## src/rtl/reorder_buffer_pkg.sv

```systemverilog
// Shared dispatch/ROB types and pointer helper. `ROB_SIZE sets the default ROB depth.
`ifndef ROB_SIZE
`define ROB_SIZE 8
`endif

package reorder_buffer_pkg;

  typedef logic [4:0]  Register;
  typedef logic [31:0] MemoryWord;
  typedef logic [4:0]  RobSize;

  typedef struct packed {
    logic regwr;
    logic memwr;
    logic cjump;
    logic ecall;
    logic unsupported;
  } control_bits;

  typedef struct packed {
    logic        busy;
    logic        ready;
    RobSize      tag;
    control_bits ctrl_bits;
    Register     rd;
    MemoryWord   value;
  } rob_entry;

  typedef struct packed {
    RobSize    tag;
    MemoryWord value;
  } cdb;

  typedef struct packed {
    Register   regstr;
    MemoryWord value;
  } Victim;

  // 1-based circular pointer advance, shared with the LSQ
  function automatic logic [31:0] ptr_next(input logic [31:0] ptr, input logic [31:0] depth);
    return (ptr == depth) ? 32'd1 : ptr + 32'd1;
  endfunction

endpackage

```

## src/rtl/reorder_buffer.sv

```systemverilog
// In-order retirement reorder buffer with dual CDB writeback.
// Define ROB_FLUSH_EN to make the flush input discard all in-flight entries.
module reorder_buffer
  import reorder_buffer_pkg::*;
#(
  parameter int DEPTH = `ROB_SIZE
) (
  input  logic      clk,
  input  logic      reset,
  input  logic      rob_increment,
  input  rob_entry  re,
  input  cdb        cdb1,
  input  cdb        cdb2,
  input  logic      flush,
  output rob_entry  rob [DEPTH],
  output int        rob_head,
  output int        rob_tail,
  output int        rob_count,
  output logic      retire_valid,
  output logic      retire_regwr,
  output Register   retire_rd,
  output MemoryWord retire_value,
  output RobSize    retire_tag,
  output logic      store_commit,
  output logic      ecall_retired,
  output Victim     victim
);

  localparam int AW = $clog2(DEPTH);

  rob_entry    slots_q [DEPTH];
  rob_entry    slots_d [DEPTH];
  logic [31:0] head_q, head_d, tail_q, tail_d, count_q, count_d;
  Victim       victim_q, victim_d;
  logic [AW-1:0] head_idx, tail_idx;
  rob_entry    head_e;
  logic        flush_now, do_retire, do_alloc;
  logic [$bits(RobSize):0] unused_re;

`ifdef ROB_FLUSH_EN
  assign flush_now = flush;
`else
  logic unused_flush;
  assign unused_flush = flush;
  assign flush_now    = 1'b0;
`endif

  // busy and tag are owned by the ROB, not by dispatch
  assign unused_re = {re.busy, re.tag};

  assign head_idx  = AW'(head_q - 32'd1);
  assign tail_idx  = AW'(tail_q - 32'd1);
  assign head_e    = slots_q[head_idx];
  assign do_retire = head_e.busy && head_e.ready && !flush_now;
  assign do_alloc  = rob_increment && (count_q < 32'(DEPTH)) && !flush_now;

  assign retire_valid  = do_retire;
  assign retire_regwr  = do_retire && head_e.ctrl_bits.regwr && !head_e.ctrl_bits.unsupported
                         && !head_e.ctrl_bits.ecall && (head_e.rd != '0);
  assign store_commit  = do_retire && head_e.ctrl_bits.memwr && !head_e.ctrl_bits.unsupported;
  assign ecall_retired = do_retire && head_e.ctrl_bits.ecall && !head_e.ctrl_bits.unsupported;
  assign retire_rd     = head_e.rd;
  assign retire_value  = head_e.value;
  assign retire_tag    = RobSize'(head_q);

  assign rob       = slots_q;
  assign rob_head  = int'(head_q);
  assign rob_tail  = int'(tail_q);
  assign rob_count = int'(count_q);
  assign victim    = victim_q;

  always_comb begin
    slots_d  = slots_q;
    head_d   = head_q;
    tail_d   = tail_q;
    count_d  = count_q;
    victim_d = victim_q;

    // Only slots busy at cycle start listen, so a same-cycle allocation never sees CDB data.
    // cdb1 is applied last so it wins a tag collision.
    for (int unsigned i = 0; i < DEPTH; i++) begin
      if (slots_q[i].busy) begin
        if (cdb2.tag != '0 && cdb2.tag == slots_q[i].tag) begin
          if (!slots_q[i].ctrl_bits.cjump) slots_d[i].value = cdb2.value;
          slots_d[i].ready = 1'b1;
        end
        if (cdb1.tag != '0 && cdb1.tag == slots_q[i].tag) begin
          if (!slots_q[i].ctrl_bits.cjump) slots_d[i].value = cdb1.value;
          slots_d[i].ready = 1'b1;
        end
      end
    end

    if (do_retire) begin
      slots_d[head_idx].busy  = 1'b0;
      slots_d[head_idx].ready = 1'b0;
      head_d = ptr_next(head_q, DEPTH);
      if (retire_regwr) victim_d = '{regstr: head_e.rd, value: head_e.value};
    end

    if (do_alloc) begin
      slots_d[tail_idx]      = re;
      slots_d[tail_idx].busy = 1'b1;
      slots_d[tail_idx].tag  = RobSize'(tail_q);
      tail_d = ptr_next(tail_q, DEPTH);
    end

    count_d = count_q + {31'b0, do_alloc} - {31'b0, do_retire};

`ifdef ROB_FLUSH_EN
    if (flush) begin
      for (int unsigned i = 0; i < DEPTH; i++) begin
        slots_d[i]       = slots_q[i];
        slots_d[i].busy  = 1'b0;
        slots_d[i].ready = 1'b0;
      end
      head_d   = 32'd1;
      tail_d   = 32'd1;
      count_d  = '0;
      victim_d = victim_q;
    end
`endif
  end

  always_ff @(posedge clk or negedge reset) begin
    if (!reset) begin
      for (int unsigned i = 0; i < DEPTH; i++) begin
        slots_q[i]     <= '0;
        slots_q[i].tag <= RobSize'(i + 1);
      end
      head_q   <= 32'd1;
      tail_q   <= 32'd1;
      count_q  <= '0;
      victim_q <= '0;
    end else begin
      slots_q  <= slots_d;
      head_q   <= head_d;
      tail_q   <= tail_d;
      count_q  <= count_d;
      victim_q <= victim_d;
    end
  end

endmodule
```

## config.mk

```make
export PLATFORM = sky130hd
export DESIGN_NAME = reorder_buffer
export DESIGN_NICKNAME = d
export VERILOG_FILES = /design/src/rtl/reorder_buffer_pkg.sv /design/src/rtl/reorder_buffer.sv
export SDC_FILE = /design/constraint.sdc
export NUM_CORES = 2
export LEC_CHECK = 0
export ABC_AREA = 1
export CAP_MARGIN = 20
export CORE_UTILIZATION = 52
export CTS_BUF_LIST = sky130_fd_sc_hd__clkbuf_2
export DETAILED_ROUTE_END_ITERATION = 10
export PLACE_DENSITY = 0.78
export SYNTH_ARGS = -nofsm -noshare
export SYNTH_HDL_FRONTEND = slang
export SYNTH_SLANG_ARGS = --single-unit
```

## constraint.sdc

```tcl
create_clock -name clk -period 9.9 [get_ports clk]
set_clock_uncertainty 0.05 [all_clocks]
set_input_delay 1.485 -clock clk [delete_from_list [all_inputs] [get_ports clk]]
set_output_delay 1.485 -clock clk [all_outputs]
set_load 0.02 [all_outputs]
```

# Word-level counts from Yosys, hierarchy flattened

Index checks and enable logic that the tools add are counted.

Memories: 0
Input port bits: 127
Memory bits (read-only): 0
Bits in writable memories: 0
Flip-flop bits (word level): 525
Logic and storage cells: 236
Latch bits: 0
Output and inout bits: 571

Muxes and demuxes: 86
Shifts and indexed selects: 0
Equal/unequal tests: 18
Order comparisons: 5
Div/mod/pow operators: 0
Bitwise operators: 2
$add $sub $neg: 6
Multiply operators: 0
Reduce and logical (&&, ||, !) cells: 34

Operators with widths:

| cell                                                                  | count |
|---|---|
| 392-bit bitwise mux                                                   | 5 |
| 32-bit 2-to-1 mux                                                     | 42 |
| 392-bit 2-to-1 mux                                                    | 2 |
| 49-bit demux with 3-bit select                                        | 5 |
| 49-bit 2-to-1 mux                                                     | 5 |
| 49-bit binary-select mux with 3-bit select                            | 1 |
| 5-bit == test                                                         | 16 |
| 32-bit by 1-bit adder with 32-bit output, second input constant       | 2 |
| 32-bit by 4-bit == test with 1-bit output, second input constant      | 2 |
| 48-bit 2-to-1 mux                                                     | 1 |
| 47-bit 2-to-1 mux                                                     | 1 |
| 32-bit by 1-bit adder with 32-bit output                              | 1 |
| 32-bit by 4-bit < comparator with 1-bit output, second input constant | 1 |
| 32-bit by 1-bit subtractor with 32-bit output                         | 1 |
| 1-bit logical AND                                                     | 28 |
| 1-bit 2-to-1 mux                                                      | 24 |
| 5-bit nonzero test                                                    | 3 |
| 4-bit greater-or-equal comparator, second input constant              | 2 |
| 4-bit by 1-bit < comparator with 1-bit output, second input constant  | 2 |
| 3-bit NOT with 4-bit output                                           | 2 |
| 3-bit by 1-bit subtractor with 3-bit output, second input constant    | 2 |
| 1-bit logical NOT                                                     | 2 |
| 2-bit AND reduction                                                   | 1 |

# Depth between registers and ports, before layout

Depth in word-level cells: 13
Depth in mapped cells: 28
Mapped depth without buffers: 23

# Worst setup path after synthesis

OpenSTA, ideal clock, no wires.

Kind: reg2out
Start point: reg head_q[0], in the netlist rob_head[0]
End point: out retire_regwr
Stages on the path, launching flop included: 18
Data required time: 8,365 ps
Slack: 5,677 ps
Arrival time: 2,688 ps
Path buffers: 6
Path through: dfstp_2 -> buf_6 -> inv_2 -> buf_2 -> ha_1 -> buf_4 -> inv_2 -> buf_2 -> nand2_1 -> nand2_1 -> nand2_1 -> nand2_1 -> nor2_1 -> nand3b_4 -> nand2_1 -> buf_6 -> buf_6 -> inv_1

Elaborated cells on any way between the ends: 13
Those cells by class: 1 x add/sub; 3 x mux; 1 x bitwise; 8 x reduce/logical

RTL lines:

| what                                                  | line                  | source |
|---|---|---|
| start: declaration                                    | reorder_buffer.sv:33  | `logic [31:0] head_q, head_d, tail_q, tail_d, count_q, count_d;` |
| start signal: assignment                              | reorder_buffer.sv:131 | `head_q <= 32'd1;` |
| start signal: assignment                              | reorder_buffer.sv:137 | `head_q <= head_d;` |
| 3-bit by 1-bit subtractor with 3-bit output           | reorder_buffer.sv:51  | `assign head_idx = AW'(head_q - 32'd1);` |
| 3-bit NOT with 4-bit output (not written as such)     | reorder_buffer.sv:53  | `assign head_e = slots_q[head_idx];` |
| 49-bit binary-select mux with 3-bit select            | reorder_buffer.sv:53  |  |
| 49-bit 2-to-1 mux (not written as such) (2 in series) | reorder_buffer.sv:53  |  |
| named net retire_rd[3]                                | reorder_buffer.sv:21  | `output Register retire_rd,` |
| 5-bit nonzero test                                    | reorder_buffer.sv:59  | `&& !head_e.ctrl_bits.ecall && (head_e.rd != '0);` |
| 1-bit logical AND                                     | reorder_buffer.sv:59  |  |
| end: declaration                                      | reorder_buffer.sv:20  | `output logic retire_regwr,` |

The timed path passes the listed nets, and every way through them passes these cells. The select of a mux whose other input is x is not followed.

# Worst setup path in the final report

Start point: reg head_q[0], in the netlist rob_head[0]
End point: out retire_value[31]

Cells in the longest elaborated chain, start to end: 5

Ends and longest elaborated chain:

| what                                                  | line                 | source |
|---|---|---|
| 3-bit by 1-bit subtractor with 3-bit output           | reorder_buffer.sv:51 |  |
| 3-bit NOT with 4-bit output (not written as such)     | reorder_buffer.sv:53 |  |
| 49-bit binary-select mux with 3-bit select            | reorder_buffer.sv:53 |  |
| 49-bit 2-to-1 mux (not written as such) (2 in series) | reorder_buffer.sv:53 |  |
| end: declaration                                      | reorder_buffer.sv:22 | `output MemoryWord retire_value,` |

Every way passes these cells. The select of a mux whose other input is x is not followed.

==> flow_summary.ini <==
[run_status]
outcome = finished clean

[floorplan]
die_w_um = 286
start_util_pct = 52.8
dieHeight_um = 286
dieArea_um2 = 81900
core_area_um2 = 79500
fp-row-count = 103
boundaryPins = 698

[global_routing]
grt_pass1_vias = 47385
grt_max_degree = 134
grt_pass1_wl_um = 297000
grt_antenna_before_repair = 14
grt_overflow = 0
grt_usage_pct = 48.5

[timing]
min_period_ps = 7650
setup_viol_count_final = 0
worst_pin_slew_ps = 1290
max_freq_mhz = 131
slew_headroom_pct = 13.6
fin_tns_setup_ps = 0
hold_violations = 0
grt_setup_unrepaired = no
drv_slew = 0
min_period_over_period_pct = 77.3

[worst_hold_path]
worstHoldPathCells = 2
whs_endpoint = victim[34]$_DFFE_PN0P_
min_path_type = reg2reg
hold_start = victim[34]$_DFFE_PN0P_

[worst_setup_path]
cp_data_required_time_ps = 8370
crit_fanout = 25
critPathArrivalTime_ps = 6120
reg2reg_to = rob_count[16]$_DFF_PN0_
r2r_slack_ps = 4340
worst-setup-path-type = reg2out
crit_path_start_kind = flop
worst-r2r-cell-count = 21
r2r-start = rob_head[0]$_DFFE_PN1N_
end_kind = output port

[place]
dp_hpwl_um = 133000
routabilityCongestion = 0.995
port_buffers = 690

[cts]
clk_latency_ps = 1530
clk_pin_slew_ps = 90
cts-htree-levels = 4
cts.sinks = 525
ctsResizeCount = 0
cts_buffers = 156
cts_tree = built
clockBufferDepth = 3
cts_setup_buffers = 0
cts-root-buf = clkbuf_2

[power]
p_leak_uw = 0.0273
power_uw = 5070
powerDensity_nw_per_um2 = 100
ir_drop_mv = 0.100

[cells_and_area]
final_layout_size_suffix_gt1_share_pct = 5.81
mostFrequentLayoutCell = nand2_1
nets = 7778
final_cell_mix = 2533 x nand2_1, 1033 x inv_1, 910 x nand3_1
utilization_pct = 63.6
syn_to_final_growth_pct = 20.4
n_fill_cell = 7563

[route]
highest_layer = met5
wl_per_cell_um = 23.4
drtPass1Iterations = 11
wl_um = 206000
vias = 51984
dr.first_iter.drc_count = 8270
wl_met1_um = 70600
met2WireLength_um = 85600
viasPerCell = 5.93
ant_nets = 0
drc_errors = 0
routed-wl-met3_um = 32300

[logic_synthesis]
syn_avg_cell_area_um2 = 5.92
synth_edf_count = 0
synth_top_family_by_area = simple AND/OR/NAND/NOR gates
ys_seq_area_share_pct = 31.3
ys.warnings.count = 0
synthXorXnorAreaFrac_pct = 2.31
synthMuxAreaShare_pct = 0.0238
ys.flop_type = dfrtp_1
synth-compound-area-share_pct = 8.54
synth_nets = 7280
yosys_register_bits = 525
yosysUniqueCellTypes = 45
synthCells = 7092
synthSimpleGateAreaFrac_pct = 41.6
synth_area_um2 = 42000
synthArstFlopShare_pct = 100
synthAdderAreaFrac_pct = 1.84

[flow_run]
drv_cap = 0
==> repair_timing <==
item	CTS	global route
hold buffers	1	0
endpoints found under the hold margin	65	0
endpoints found under the setup margin	0	0
==> worst max-delay path, stage by stage (launching register included) <==
cell	delay (ps)
dfstp_2	550
inv_2	200
ha_1	310
inv_1	80
nand2_1	50
nand2_1	500
nand3_2	140
buf_4	340
inv_1	1010
nand2_1	90
o21ai_0	180
nor2_1	80
nand3_1	370
clkdlybuf4s50_1	690
==> metrics by stage <==
| stage | cell area (um^2) | worst slack [ps] | hold slack, ps | cells |
|---|---|---|---|---|
| finish | 50600 | 2250 | 426 | 8771 |
| detailed placement | 48900 | 3670 | 408 | 8471 |
| floorplan | 42000 | 5680 | 473 | 7092 |
| global placement | 48900 | 3730 | 404 | 8471 |
| global route | 50600 | 2110 | 444 | 8771 |
| CTS | 50300 | 2040 | 420 | 8747 |
==> worst max path at each step <==
stage	cells past startpoint	from	endpoint
after global placement	12	rob_head[0]$_DFFE_PN1N_	retire_value[31]
after global routing	13	rob_head[0]$_DFFE_PN1N_	retire_regwr
after CTS	12	rob_head[0]$_DFFE_PN1N_	retire_value[31]
final	13	rob_head[0]$_DFFE_PN1N_	retire_value[31]
after detailed placement	12	rob_head[0]$_DFFE_PN1N_	retire_value[31]
after floorplan	17	rob_head[0]$_DFFE_PN1N_	retire_regwr
==> kinds of logic after synthesis <==
kind of cell / after synthesis
buffers and inverters: 1497
xor gates and xnor gates: 111
DFF: 525
adders and majority gates: 61
muxes: 1
and+or+nand+nor: 4225
AOI/OAI and AO/OA: 672
==> routing by layer <==
layer | up-vias | GRT usage [%]
li1 | 23036 | -
met1 | 23302 | 58.8
met2 | 4517 | 71.0
met3 | 1117 | 17.1
met4 | 12 | 35.9
met5 | - | 0
==> synth_stat cells (2+ instances only) <==
cell type	instances	area [um^2]
a21boi_0	20	150
a21o_1	5	37.5
a21oi_1	243	1220
buf_1	23	86.3
buf_2	148	741
buf_4	47	353
buf_6	5	56.3
clkbuf_1	200	751
clkbuf_2	7	35.0
clkinv_1	3	11.3
dfrtp_1	510	12800
dfstp_2	15	394
ha_1	60	751
inv_1	1043	3920
inv_2	21	78.8
nand2_1	2540	9530
nand2_2	4	25.0
nand2_4	2	22.5
nand3_1	918	4590
nand3_2	2	20.0
nand3b_1	10	75.1
nand4_1	52	325
nand4_4	2	42.5
nor2_1	600	2250
nor2_2	13	81.3
nor2_4	5	56.3
nor3_1	49	245
nor4_1	19	119
o21a_1	3	22.5
o21ai_0	277	1390
o21ai_1	7	35.0
o21bai_1	3	22.5
o22ai_1	111	694
or2_2	5	31.3
xnor2_1	41	359
xor2_1	70	613
==> state kept, by name, summed over array words and instances, names as in the netlist <==
signal and flops:
rob_head 32, rob_count 32, rob_tail 32, victim 37, rob 392
==> cell type report <==
type	count	area (um^2)	area share [%]
Multi-Input combinational cell	5070	23000	45.4
Sequential cell	525	13200	26.0
Timing Repair Buffer	770	7660	15.2
Inverter	1067	4010	7.92
Tap cell	1050	1310	2.60
Clock buffer	231	1160	2.29
Clock inverter	44	250	0.495
Antenna cell	14	35.0	0.0693
==> where the power goes <==
group | internal, uW | leakage [uW] | switching (uW)
logic | 344 | 0.0203 | 597
registers | 2220 | 0.00588 | 121
clock network | 643 | 0.00106 | 1140
Note: power is estimated with default switching activity, not from simulation.
